<file path="src/rtl/alu_pipe.sv">
// alu_pipe: two-stage pipelined ALU with valid/ready handshakes on both sides,
// a {V,N,Z,C} status output and an internal accumulator.
//
// Ports
//   clk, rst      rising-edge clock, asynchronous active-high reset
//   in_valid      operand beat present
//   in_ready      beat is accepted this cycle when in_valid is also high
//   in_ope        opcode (0 or, 1 and, 2 xor, 3 xnor, 4 not A, 5 not B, 6 add, 7 sub)
//   in_a, in_b    operands; in_a is replaced by the accumulator when in_use_acc=1
//   in_use_acc    take operand A from the accumulator
//   in_acc_we     write result[WIDTH-1:0] back into the accumulator
//   out_valid     result beat present
//   out_ready     consumer accepts the result this cycle
//   out_res       result, bit WIDTH is carry (add) / borrow (sub)
//   out_flags     {V,N,Z,C}
//   acc           current accumulator value
//
// Pipeline: S1 holds the accepted operands, S2 holds the computed result.
// The accumulator is written when an acc_we beat moves S1->S2, so a beat that
// wants to read the accumulator is held off while such a write sits in S1.
module alu_pipe #(
  parameter int WIDTH = 4
) (
  input  logic             clk,
  input  logic             rst,
  input  logic             in_valid,
  output logic             in_ready,
  input  logic [2:0]       in_ope,
  input  logic [WIDTH-1:0] in_a,
  input  logic [WIDTH-1:0] in_b,
  input  logic             in_use_acc,
  input  logic             in_acc_we,
  output logic             out_valid,
  input  logic             out_ready,
  output logic [WIDTH:0]   out_res,
  output logic [3:0]       out_flags,
  output logic [WIDTH-1:0] acc
);

  localparam int MSB = WIDTH - 1;

  typedef enum logic [2:0] {
    OP_OR   = 3'd0,
    OP_AND  = 3'd1,
    OP_XOR  = 3'd2,
    OP_XNOR = 3'd3,
    OP_NOTA = 3'd4,
    OP_NOTB = 3'd5,
    OP_ADD  = 3'd6,
    OP_SUB  = 3'd7
  } op_e;

  // Stage 1 registers
  logic             s1_valid;
  op_e              s1_op;
  logic [WIDTH-1:0] s1_a;
  logic [WIDTH-1:0] s1_b;
  logic             s1_acc_we;

  // Stage 2 registers
  logic             s2_valid;
  logic [WIDTH:0]   res_q;
  logic [3:0]       flags_q;

  logic [WIDTH-1:0] acc_q;

  // Handshake / advance
  logic s2_free;
  logic s1_move;
  logic s1_free;
  logic hazard;
  logic accept;

  assign s2_free  = !s2_valid || out_ready;
  assign s1_move  = s1_valid && s2_free;
  assign s1_free  = !s1_valid || s1_move;
  // No forwarding: a reader of the accumulator waits until the pending write
  // in S1 has landed.
  assign hazard   = in_use_acc && s1_valid && s1_acc_we;
  assign in_ready = s1_free && !hazard;
  assign accept   = in_valid && in_ready;

  // Result computation from S1
  logic [WIDTH:0]   res_c;
  logic             ovf_c;
  logic [3:0]       flags_c;
  logic [WIDTH:0]   a_x;
  logic [WIDTH:0]   b_x;

  assign a_x = {1'b0, s1_a};
  assign b_x = {1'b0, s1_b};

  always_comb begin
    res_c = '0;
    ovf_c = 1'b0;
    case (s1_op)
      OP_OR:   res_c = a_x | b_x;
      OP_AND:  res_c = a_x & b_x;
      OP_XOR:  res_c = a_x ^ b_x;
      OP_XNOR: res_c = {1'b0, ~(s1_a ^ s1_b)};
      OP_NOTA: res_c = {1'b0, ~s1_a};
      OP_NOTB: res_c = {1'b0, ~s1_b};
      OP_ADD: begin
        res_c = a_x + b_x;
        ovf_c = (s1_a[MSB] == s1_b[MSB]) && (res_c[MSB] != s1_a[MSB]);
      end
      OP_SUB: begin
        // Modulo 2^(WIDTH+1): bit WIDTH becomes the unsigned borrow.
        res_c = a_x - b_x;
        ovf_c = (s1_a[MSB] != s1_b[MSB]) && (res_c[MSB] != s1_a[MSB]);
      end
      default: res_c = '0;
    endcase
  end

  assign flags_c = {ovf_c, res_c[MSB], (res_c[MSB:0] == '0), res_c[WIDTH]};

  // Stage 1
  always_ff @(posedge clk or posedge rst) begin
    if (rst) begin
      s1_valid  <= 1'b0;
      s1_op     <= OP_OR;
      s1_a      <= '0;
      s1_b      <= '0;
      s1_acc_we <= 1'b0;
    end else begin
      if (accept) begin
        s1_valid  <= 1'b1;
        s1_op     <= op_e'(in_ope);
        s1_a      <= in_use_acc ? acc_q : in_a;
        s1_b      <= in_b;
        s1_acc_we <= in_acc_we;
      end else if (s1_move) begin
        s1_valid  <= 1'b0;
      end
    end
  end

  // Stage 2 and accumulator
  always_ff @(posedge clk or posedge rst) begin
    if (rst) begin
      s2_valid <= 1'b0;
      res_q    <= '0;
      flags_q  <= '0;
      acc_q    <= '0;
    end else begin
      if (s1_move) begin
        s2_valid <= 1'b1;
        res_q    <= res_c;
        flags_q  <= flags_c;
        if (s1_acc_we) begin
          acc_q <= res_c[MSB:0];
        end
      end else if (out_ready) begin
        s2_valid <= 1'b0;
      end
    end
  end

  assign out_valid = s2_valid;
  assign out_res   = res_q;
  assign out_flags = flags_q;
  assign acc       = acc_q;

endmodule
</file>
<file path="config.mk">
export PLATFORM = sky130hd
export DESIGN_NAME = alu_pipe
export DESIGN_NICKNAME = d
export VERILOG_FILES = /design/src/rtl/alu_pipe.sv
export SDC_FILE = /design/constraint.sdc
export NUM_CORES = 1
export LEC_CHECK = 0
export ABC_CLOCK_PERIOD_IN_PS = 2540
export CORE_MARGIN = 2
export CORE_UTILIZATION = 52
export DETAILED_ROUTE_END_ITERATION = 12
export PLACE_DENSITY_LB_ADDON = 0.1
export SETUP_SLACK_MARGIN = 0.5
export SLEW_MARGIN = 30
export SYNTH_ARGS = -nofsm -noshare
export SYNTH_HDL_FRONTEND = slang
export SYNTH_SLANG_ARGS = --single-unit
</file>
<file path="constraint.sdc">
create_clock -name clk -period 2.54 [get_ports clk]
set_input_delay 0.381 -clock clk [delete_from_list [all_inputs] [get_ports clk]]
set_output_delay 0.381 -clock clk [all_outputs]
set_load 0.005 [all_outputs]
</file>
==> Word level (Yosys, flattened, before mapping) <==
Cells that the tools add are included.
{ "totals": {"register_bits": 27, "out_inout_bits": 15, "input_bits": 17, "elab_cells": 53} }
{ "classes": {"n_eq_ne": 11, "n_addsub": 2, "muxes": 7, "n_reduce_logical": 17, "bitwise": 7} }
{ "op_table": {"columns": ["cell", "count"], "rows": [
  ["one-hot mux 5 bit (8 select lines)", 1],
  ["== test 3 bit, second input constant", 4],
  ["inverter 4 bit", 3],
  ["bitwise XOR 4 bit", 2],
  ["logical AND 1 bit", 7],
  ["== test 3 x 2 -> 1 bit, second input constant", 2],
  ["adder 4 x 4 -> 5 bit", 1],
  ["subtractor 4 x 4 -> 5 bit", 1],
  ["AND 4 bit", 1],
  ["logical NOT 4 bit", 1],
  ["2-to-1 mux 1 bit", 4],
  ["2-to-1 mux 4 bit", 1],
  ["bitwise OR 4 bit", 1],
  ["nonzero test 2 bit", 2],
  ["== test 3 x 1 -> 1 bit, second input constant", 1],
  ["logical NOT 1 bit", 3],
  ["logical NOT 3 bit", 1],
  ["inequality test 1 bit", 3],
  ["logical OR 1 bit", 2],
  ["one-hot mux 1 bit (2 select lines)", 1],
  ["AND reduction 2 bit", 1],
  ["== test 1 bit", 1]
]} }

==> Logic depth before layout (Yosys ltp) <==
Gate-level depths: netlist of run 1.
{ "depth": {"depth_word": 7, "mapped_depth": 8} }

==> Least setup slack after synthesis of run 1 <==
No wires, ideal clock.
{ "synth_timing": {"path_kind": "register -> register", "start": "reg s1_a[1]", "end": "reg flags_q[1], in the netlist out_flags[1]", "arrival_time_ns": 1.926, "path_slack_ns": 0.510, "path_stages_with_launch": 8, "path_cell_list": "dfrtp_1 -> inv_1 -> ha_1 -> nor3_1 -> o311a_1 -> nor4_1 -> a21oi_1 -> o41ai_2"} }
{ "synth_via": {"elab_chain_cells": 4, "elab_cells_between_ends": 10, "classes_between": "2 x add/sub; 1 x mux; 6 x bitwise; 1 x reduce/logical"} }
{ "synth_lines": {"columns": ["element", "line", "source"], "rows": [
  ["start, declared", "56", "logic [WIDTH-1:0] s1_a;"],
  ["start signal, assigned", "130", "s1_a <= in_use_acc ? acc_q : in_a;"],
  ["parallel branches: the longest is 2 deep, another holds subtractor 4 x 4 -> 5 bit", null, null],
  ["one-hot mux 5 bit (8 select lines) (*)", "96", "case (s1_op)"],
  ["logical NOT 4 bit (*)", "116", "assign flags_c = {ovf_c, res_c[MSB], (res_c[MSB:0] == '0), res_c[WIDTH]};"],
  ["end signal, assigned", "150", "flags_q <= flags_c;"],
  ["end, declared", "63", "logic [3:0] flags_q;"]
]} }
Mark *: on every way between the ends.
A chain may end at the register's enable or synchronous reset.

==> Final worst setup path of run 1 <==
{ "layout_timing": {"start": "reg s1_a[0]", "end": "reg acc_q[1], in the netlist acc[1]"} }
{ "layout_via": {"elab_chain_cells": 2, "elab_cells_between_ends": 3, "classes_between": "2 x add/sub; 1 x mux"} }
{ "layout_lines": {"columns": ["element", "line", "source"], "rows": [
  ["subtractor 4 x 4 -> 5 bit / adder 4 x 4 -> 5 bit (equally long branches)", "109, 104", null],
  ["one-hot mux 5 bit (8 select lines) (*)", "96", null],
  ["end signal, assigned", "152", "acc_q <= res_c[MSB:0];"],
  ["end, declared", "65", "logic [WIDTH-1:0] acc_q;"]
]} }
Mark *: on every way between the ends. The rest lies on a longest branch, timed or not.

==> out/qor.txt, run 1 <==
status: completed
Die Ht: 62.04 um
Distinct cells, synth: 44
number of synthesized flops with an enable pin: 0
top_reg_cell synth: dfrtp_1
CP max FO: 3
die area: 3849 um2
routability cong.: 0.8351
Fmax: 0.4904 GHz
Slew headroom: 71.77%
ratio of cells with drive above 1 in the final layout: 27.85%
IO buf count: 31
Final setup viols: 0
number of global-route vias before repair: 1403
CP max stage cell: fa_1
Hold Path Class: in2async
Slowest Stage Delay on Critical Path: 0.47 ns
via count: 1463
Layout area overhead: 32.00%
Core Rows: 21
reg-to-reg setup timing slack: 0.50 ns
R2R depth: 8
clock skew: 0.004078 ns
Worst R2R End: acc[1]$_DFFE_PP0P_
cts bufs inserted: 3
arrival time worst endpoint: 2.26 ns
initial antenna violation count: 0
Via density: 5.521
H-tree Lvls: 1
placed cells: 250
n_diodes: 0
CTS tree: built
RSZ-0062 raised after global routing: true
first-pass GRT wire length: 6624 um
crit end category: flip-flop
post-synthesis async set-or-reset flop share: 100.0%
ANT nets after route: 0
Critical R2R Launch: s1_a[0]$_DFFE_PP0P_
max_cap viols: 0
first-pass iteration count of the detailed router: 4
DR WL/cell: 15.98 um
core area: 3284 um2
Lkg Pwr: 1.000 nW
maximum vdd drop: 0.6023 mV
Mapped Nets: 213
gr usage total: 23.71%
Seq cells post-synth: 25
grt ovf: 0
clock buffer depth: 2
largest net degree at the start of global routing: 26
Post-Route WL: 4234 um
overall power: 0.002181 W
crit path kind: reg2reg
Non-Filler Instances: 265
Seq/Total Area, Yosys: 35.71%
worst setup path end: acc[1]$_DFFE_PP0P_
count of pins over their slew limit: 0
Final Critical Period: 2.039 ns
# DRC: 0
Crit path required time: 2.76 ns
I/O pins: 32
Skew-Pair Late Insertion Delay: 0.32 ns
Power per Cell Area: 943.4 nW/um2
clock root buffer: clkbuf_4
slew of the pin with the lowest slew margin: 0.4235 ns
Mapped Area: 1752 um2
Final Cycle Share: 80.27%
worst setup path start: s1_a[0]$_DFFE_PP0P_
DP Wirelength: 2922 um
Mapped Cells: 182
Initial Util: 53.33%
CP cell instances: inv_2 > ha_4 > fa_1 > nand2_1 > o2111a_1 > a211oi_2 > a21oi_2 > mux2_2
synth warn: 0
final hold vios: 0
Final nets: 251
CTS sink cnt: 25
Syn Area/Cell: 9.625 um2
Die Wd: 62.04 um
Iter 0 DRT Violations: 53
setup TNS: 0 ns
startpoint types: flip-flop
Worst-path clk slew: 0.14 ns
cts hold-fix bufs: 0
## critical path, delay by kind of cell, from the launching register on
kind / cells / cell delay, ns
adders and majority gates: 2 / 0.64
AOI/OAI and AO/OA: 3 / 0.44
DFF: 1 / 0.44
muxes: 1 / 0.29
buffers and inverters: 1 / 0.07
and+or+nand+nor: 1 / 0.06
## cell usage after synthesis, types with 3 or more instances
master | number | area share, %
nand2b_1 | 6 | 2.1
mux2i_1 | 5 | 2.9
mux2_1 | 3 | 1.9
dfrtp_1 | 25 | 36
buf_2 | 9 | 2.6
buf_4 | 3 | 1.3
nor2_1 | 11 | 2.4
o31ai_1 | 3 | 1.3
nand3_1 | 5 | 1.4
a21oi_1 | 8 | 2.3
inv_1 | 12 | 2.6
o21ai_0 | 8 | 2.3
nand2_1 | 17 | 3.6
ha_1 | 12 | 8.6
mux2_2 | 14 | 9.0
a21o_1 | 3 | 1.3
## metal layers
layer | vias up | GRT usage (%) | wire length (um)
met5 | - | 0 | 0
met4 | 0 | 7.599 | 45
met3 | 4 | 2.692 | 136
met2 | 34 | 39.88 | 2170
met1 | 715 | 31.93 | 1882
li1 | 710 | - | -
## worst min-delay path by stage
stage | from | end | slack [ns]
5_1_grt | rst | s1_a[3]$_DFFE_PP0P_ | 0.42
2_1_floorplan | rst | acc[0]$_DFFE_PP0P_ | 0.41
3_3_place_gp | out_flags[3]$_DFFE_PP0P_ | out_flags[3]$_DFFE_PP0P_ | 0.47
3_5_place_dp | out_flags[3]$_DFFE_PP0P_ | out_flags[3]$_DFFE_PP0P_ | 0.47
6_report | rst | s1_a[3]$_DFFE_PP0P_ | 0.38
4_1_cts | rst | out_res[0]$_DFFE_PP0P_ | 0.39
## what timing repair did
action | 4_1_cts | 5_1_grt
gates resized for setup | 16 | 17
setup buffers | 8 | 3
setup endpoints to repair | 8 | 10
cloned | 0 | 0
pin swaps | 1 | 6
## power by group
group / internal (W) / switching (W)
sequential: 0.000536 / 0.000167
combinational: 0.000717 / 0.000578
clock: 0.0000590 / 0.000124
## kinds of logic (layout without fill, tap and decap cells)
family / Yosys count / in the layout / synth area share (%)
muxes: 22 / 22 / 13.79
DFF: 25 / 25 / 35.71
buffers and inverters: 25 / 62 / 6.642
and+or+nand+nor: 54 / 54 / 15.43
xor gates and xnor gates: 2 / 2 / 1.000
AOI/OAI and AO/OA: 40 / 40 / 16.57
adders and majority gates: 14 / 14 / 10.86
## cell usage in the layout, fill, tap and decap left out, types with 2 or more instances in the layout
cell type	netlist	layout
nand3b_1	2	2
o211ai_1	2	2
dfrtp_1	25	17
clkbuf_4	0	3
buf_4	3	14
ha_1	12	7
dfrtp_2	0	8
ha_4	0	5
nand2_1	17	17
clkdlybuf4s50_1	0	31
nor2_1	11	11
a21oi_1	8	6
and3_1	2	2
inv_2	1	3
mux2i_1	5	5
nand3_1	5	5
o31ai_1	3	2
a211oi_2	1	2
nand2b_1	6	5
o21ai_0	8	7
mux2_1	3	3
inv_1	12	10
and2_1	2	2
nor2b_1	2	2
nor3_1	2	2
a21oi_2	0	2
mux2_2	14	13
xnor2_1	2	2
a21o_1	3	3
## cell type report
cell class | instances | area (um2)
repair buffers | 45 | 415.4
inverters | 13 | 48.80
well taps | 46 | 57.56
multi-input cells | 132 | 1127
clock inverters | 1 | 5.005
fillers | 258 | 972.2
clock buffers | 3 | 22.52
flip-flops and latches | 25 | 635.6
## stage by stage
stage / utilization [%] / cell area (um2) / hold slack, ns / setup WS (ns)
2_1_floorplan: - / 1752 / 0.4083 / 0.5102
3_3_place_gp: 63.16 / 2074 / 0.4709 / 0.3664
3_5_place_dp: 63.16 / 2074 / 0.4727 / 0.2875
4_1_cts: 67.70 / 2223 / 0.3911 / 0.4772
5_1_grt: 70.40 / 2312 / 0.4227 / 0.4289
6_report: 70.40 / 2312 / 0.3816 / 0.5010
## flip-flops by register name, summed over array words and instances (netlist names)
register and count:
out_flags 3, s1_op 3, s1_valid 1, acc 4, out_valid 1, out_res 4
s1_b 4, s1_acc_we 1, s1_a 4
(Power assumes the default switching activity.)
==> run 2, diff against run 1 <==
- ABC_CLOCK_PERIOD_IN_PS: 2540 -> 2000
- clock period: 2.54 -> 2 ns (I/O delays scaled with it)
==> out/qor.txt, run 2 (synthesis results as in run 1) <==
gr usage total: 26.88%
placed cells: 271
Non-Filler Instances: 289
maximum vdd drop: 0.6919 mV
WL met3: 194 um
via count: 1612
overall power: 0.003189 W
ratio of cells with drive above 1 in the final layout: 39.92%
IO buf count: 31
initial antenna violation count: 0
DR WL met2: 2586 um
grt ovf: 0
Die Ht: 62.04 um
final hold slack: 0.2836 ns
die area: 3849 um2
Final nets: 275
# DRC: 0
routability cong.: 0.8967
clock root buffer: clkbuf_4
cts bufs inserted: 3
Post-Route WL: 4854 um
status: complete, but fails checks
first-pass iteration count of the detailed router: 4
Lkg Pwr: 1.197 nW
clock buffer depth: 2
Fmax: 0.4781 GHz
H-tree Lvls: 1
count of pins over their slew limit: 0
Worst-path clk slew: 0.15 ns
startpoint types: flip-flop
Via density: 5.578
slew of the pin with the lowest slew margin: 0.6258 ns
DR top layer: met4
CTS sink cnt: 25
I/O pins: 32
Setup WS post-layout: -0.09144 ns
Layout area overhead: 48.29%
Core Rows: 21
ANT nets after route: 0
DR WL/cell: 16.80 um
CTS tree: built
Iter 0 DRT Violations: 145
Skew-Pair Late Insertion Delay: 0.34 ns
Final setup viols: 7
Finished Core Util: 79.09%
largest net degree at the start of global routing: 26
core area: 3284 um2
Final Critical Period: 2.091 ns
Die Wd: 62.04 um
Hold Path Class: in2async
commonest cells after routing, fill and taps aside: 33 x buf_4, 23 x dfrtp_1, 16 x nand2_1
commonest non-fill, non-tap cell in the layout: buf_4
crit path kind: reg2reg
n_diodes: 0
arrival time worst endpoint: 2.34 ns
final hold vios: 0
Crit path required time: 2.25 ns
crit end category: flip-flop
Slew headroom: 58.28%
Final Cycle Share: 104.6%
failing checks: negative setup slack
DRT met1 WL: 2018 um
Power per Cell Area: 1228 nW/um2
max_cap viols: 0
RSZ-0062 raised after global routing: true
CP max FO: 5
Initial Util: 53.33%
number of global-route vias before repair: 1596
first-pass GRT wire length: 7445 um
cts hold-fix bufs: 0
clock skew: 0.003641 ns
DP Wirelength: 3325 um
-- run 2: stage by stage --
step / setup TNS [ns] / cell area, um2 / setup WS [ns]
2_1_floorplan: 0 / 1815 / 0.1127
4_1_cts: -0.01526 / 2471 / -0.01526
6_report: -0.3657 / 2597 / -0.09144
3_5_place_dp: -0.4979 / 2302 / -0.1320
5_1_grt: -0.8166 / 2597 / -0.1157
3_3_place_gp: -0.02650 / 2302 / -0.02529
-- run 2: where the power goes --
group	total, W	leakage [nW]	switching (W)	internal, W
logic	0.00209	0.883	0.000952	0.00114
clock network	0.000247	0.0139	0.000170	0.0000769
registers	0.000850	0.299	0.000175	0.000675
total	0.00319	1.20	0.00130	0.00189
-- run 2: repair_timing --
action / CTS / global route
gates resized for setup: 40 / 18
gates cloned: 0 / 0
endpoints found under the setup margin: 26 / 16
pin swaps: 12 / 7
buffers inserted: 11 / 3
-- run 2: metal layers --
layer,vias up,GRT usage [%]
met5,-,0
met4,0,6.991
met3,8,2.484
met2,53,46.58
met1,790,35.99
li1,761,-
-- run 2: path summary, 6_finish.rpt --
path,start,cells past startpoint,slack [ns],to
worst min-delay path,rst,3,0.28,out_res[2]$_DFFE_PP0P_
worst max-delay path,s1_b[0]$_DFFE_PP0P_,7,-0.09,out_flags[1]$_DFFE_PP0P_
worst max register to register,s1_b[0]$_DFFE_PP0P_,7,-0.09,out_flags[1]$_DFFE_PP0P_
min in group clk,out_flags[3]$_DFFE_PP0P_,2,0.50,out_flags[3]$_DFFE_PP0P_
worst min register to register,out_flags[3]$_DFFE_PP0P_,2,0.50,out_flags[3]$_DFFE_PP0P_
max in group asynchronous,rst,3,1.45,s1_a[1]$_DFFE_PP0P_
-- run 2: final cells by class --
class                      count  area (um2)
sequential                    25       628.1
clock inverter                 1       7.507
clock buffer                   3       22.52
timing repair buffer          69       599.3
fill                         225       686.9
multi-input combinational    132        1234
inverter                      13       48.80
tap                           46       57.56
-- run 2: critical path: stages, from the launching register on --
cell,delay [ns]
dfrtp_2,0.48
ha_4,0.18
fa_1,0.47
nand2_1,0.07
o2111a_1,0.19
a211oi_2,0.22
a21oi_2,0.09
o41ai_2,0.29
==> run 3, diff against run 2 <==
- CORE_MARGIN: 2 -> 5
==> out/qor.txt, run 3 (synthesis results as in run 1) <==
status: complete, but fails checks
failing checks: negative setup slack
Worst Path Buf+Inv: 2
Layout area overhead: 51.43%
Final nets: 275
pre-CTS setup slack: -0.1187 ns
Post-Route WL: 4896 um
Setup WS post-layout: -0.2015 ns
Lkg Pwr: 1.261 nW
cts hold-fix bufs: 0
Crit path required time: 2.22 ns
slew of the pin with the lowest slew margin: 0.4584 ns
die area: 4629 um2
overall power: 0.003236 W
core area: 3311 um2
initial antenna violation count: 0
Finished Core Util: 80.12%
Final Critical Period: 2.202 ns
clock skew: 0.005941 ns
Skew-Pair Late Insertion Delay: 0.32 ns
CP max stage cell: dfrtp_2
Core Rows: 21
I/O pins: 32
max_cap viols: 0
H-tree Lvls: 1
routability cong.: 0.8938
n_diodes: 0
fillers: 213
Iter 0 DRT Violations: 157
DP Wirelength: 3341 um
startpoint types: flip-flop
Seq. cell area: 631.9 um2
crit path kind: reg2reg
crit end category: flip-flop
Hold Path Class: in2async
arrival time worst endpoint: 2.43 ns
cts bufs inserted: 3
Slowest Stage Delay on Critical Path: 0.48 ns
final hold vios: 0
via count: 1621
Final Cycle Share: 110.1%
ANT nets after route: 0
gr usage total: 21.49%
Power per Cell Area: 1220 nW/um2
CTS tree: built
largest net degree at the start of global routing: 26
CTS sink cnt: 25
final hold slack: 0.3129 ns
commonest non-fill, non-tap cell in the layout: buf_4
first-pass GRT wire length: 7521 um
IO buf count: 31
Via density: 5.609
count of pins over their slew limit: 0
# DRC: 0
commonest cells after routing, fill and taps aside: 32 x buf_4, 20 x dfrtp_1, 16 x nand2_1, 16 x clkdlybuf4s50_1, 11 x mux2_2
grt ovf: 0
Slew headroom: 69.37%
CP max FO: 4
Initial Util: 52.91%
clock root buffer: clkbuf_4
CP cell instances: inv_4 > ha_4 > nor3_2 > o311a_1 > nor4_1 > a21oi_1 > buf_4 > o41ai_4
Die Ht: 68.04 um
RSZ-0062 raised after global routing: true
reg-to-reg setup timing slack: -0.20 ns
maximum vdd drop: 0.9576 mV
Crit path max-delay family: compound AO/OA/AOI/OAI gates
ratio of cells with drive above 1 in the final layout: 41.98%
Final setup viols: 5
Fmax: 0.4542 GHz
multi-input logic area: 1254 um2
DR WL/cell: 16.94 um
number of global-route vias before repair: 1594
Die Wd: 68.04 um
clock buffer depth: 2
Worst-path clk slew: 0.15 ns
first-pass iteration count of the detailed router: 4
run 3: cell count changes in the layout (fill, tap and decap cells not counted), moves of 2 or more:
| cell | previous run | this run |
|---|---|---|
| dlygate4sd2_1 | 15 | 10 |
| ha_1 | 3 | 5 |
| dfrtp_2 | 2 | 5 |
| ha_2 | 3 | 1 |
| inv_4 | 0 | 2 |
| dfrtp_1 | 23 | 20 |
| dlymetal6s2s_1 | 0 | 4 |
run 3: where the power goes:
part           switching, W  internal [W]
clock              0.000157     0.0000748
sequential         0.000166      0.000678
combinational      0.000982       0.00118
run 3: cell type report:
| class | count | area share (%) |
|---|---|---|
| Sequential cell | 25 | 23.82 |
| Tap cell | 46 | 2.170 |
| Multi-Input combinational cell | 132 | 47.26 |
| Timing Repair Buffer | 69 | 23.68 |
| Clock inverter | 1 | 0.1887 |
| Inverter | 13 | 2.028 |
| Clock buffer | 3 | 0.8491 |
run 3: per-layer routing:
metal / wire length, um / track usage [%] / up-vias
met5: 0 / 0 / -
met4: 65 / 4.218 / 0
met3: 205 / 3.120 / 12
met2: 2591 / 37.42 / 45
met1: 2034 / 28.38 / 800
li1: - / - / 764
run 3: worst paths after layout:
path,startpoint,endpoint,depth (start not counted)
hold / removal,rst,out_res[0]$_DFFE_PP0P_,3
min in group clk,out_flags[3]$_DFFE_PP0P_,out_flags[3]$_DFFE_PP0P_,2
setup reg to reg,s1_a[1]$_DFFE_PP0P_,out_flags[1]$_DFFE_PP0P_,8
max in group asynchronous,rst,s1_b[0]$_DFFE_PP0P_,3
setup / recovery,s1_a[1]$_DFFE_PP0P_,out_flags[1]$_DFFE_PP0P_,8
hold reg to reg,out_flags[3]$_DFFE_PP0P_,out_flags[3]$_DFFE_PP0P_,2
run 3: timing repair:
item,CTS,global route
buffers inserted,11,5
gates resized for setup,49,17
endpoints found under the setup margin,29,23
pin swaps,12,7
run 3: per-stage QoR:
step	cells	area (um2)	TNS, ns
floorplan	182	1815	0
global placement	269	2300	-0.06202
detailed placement	269	2300	-0.1985
CTS	284	2545	-0.05435
global route	289	2653	-0.8807
finish	289	2653	-0.5362
run 3: worst register-to-register path: stages, from the launching register on:
cell	delay [ns]
dfrtp_2	0.48
inv_4	0.07
ha_4	0.30
nor3_2	0.05
o311a_1	0.30
nor4_1	0.23
a21oi_1	0.15
buf_4	0.18
o41ai_4	0.35
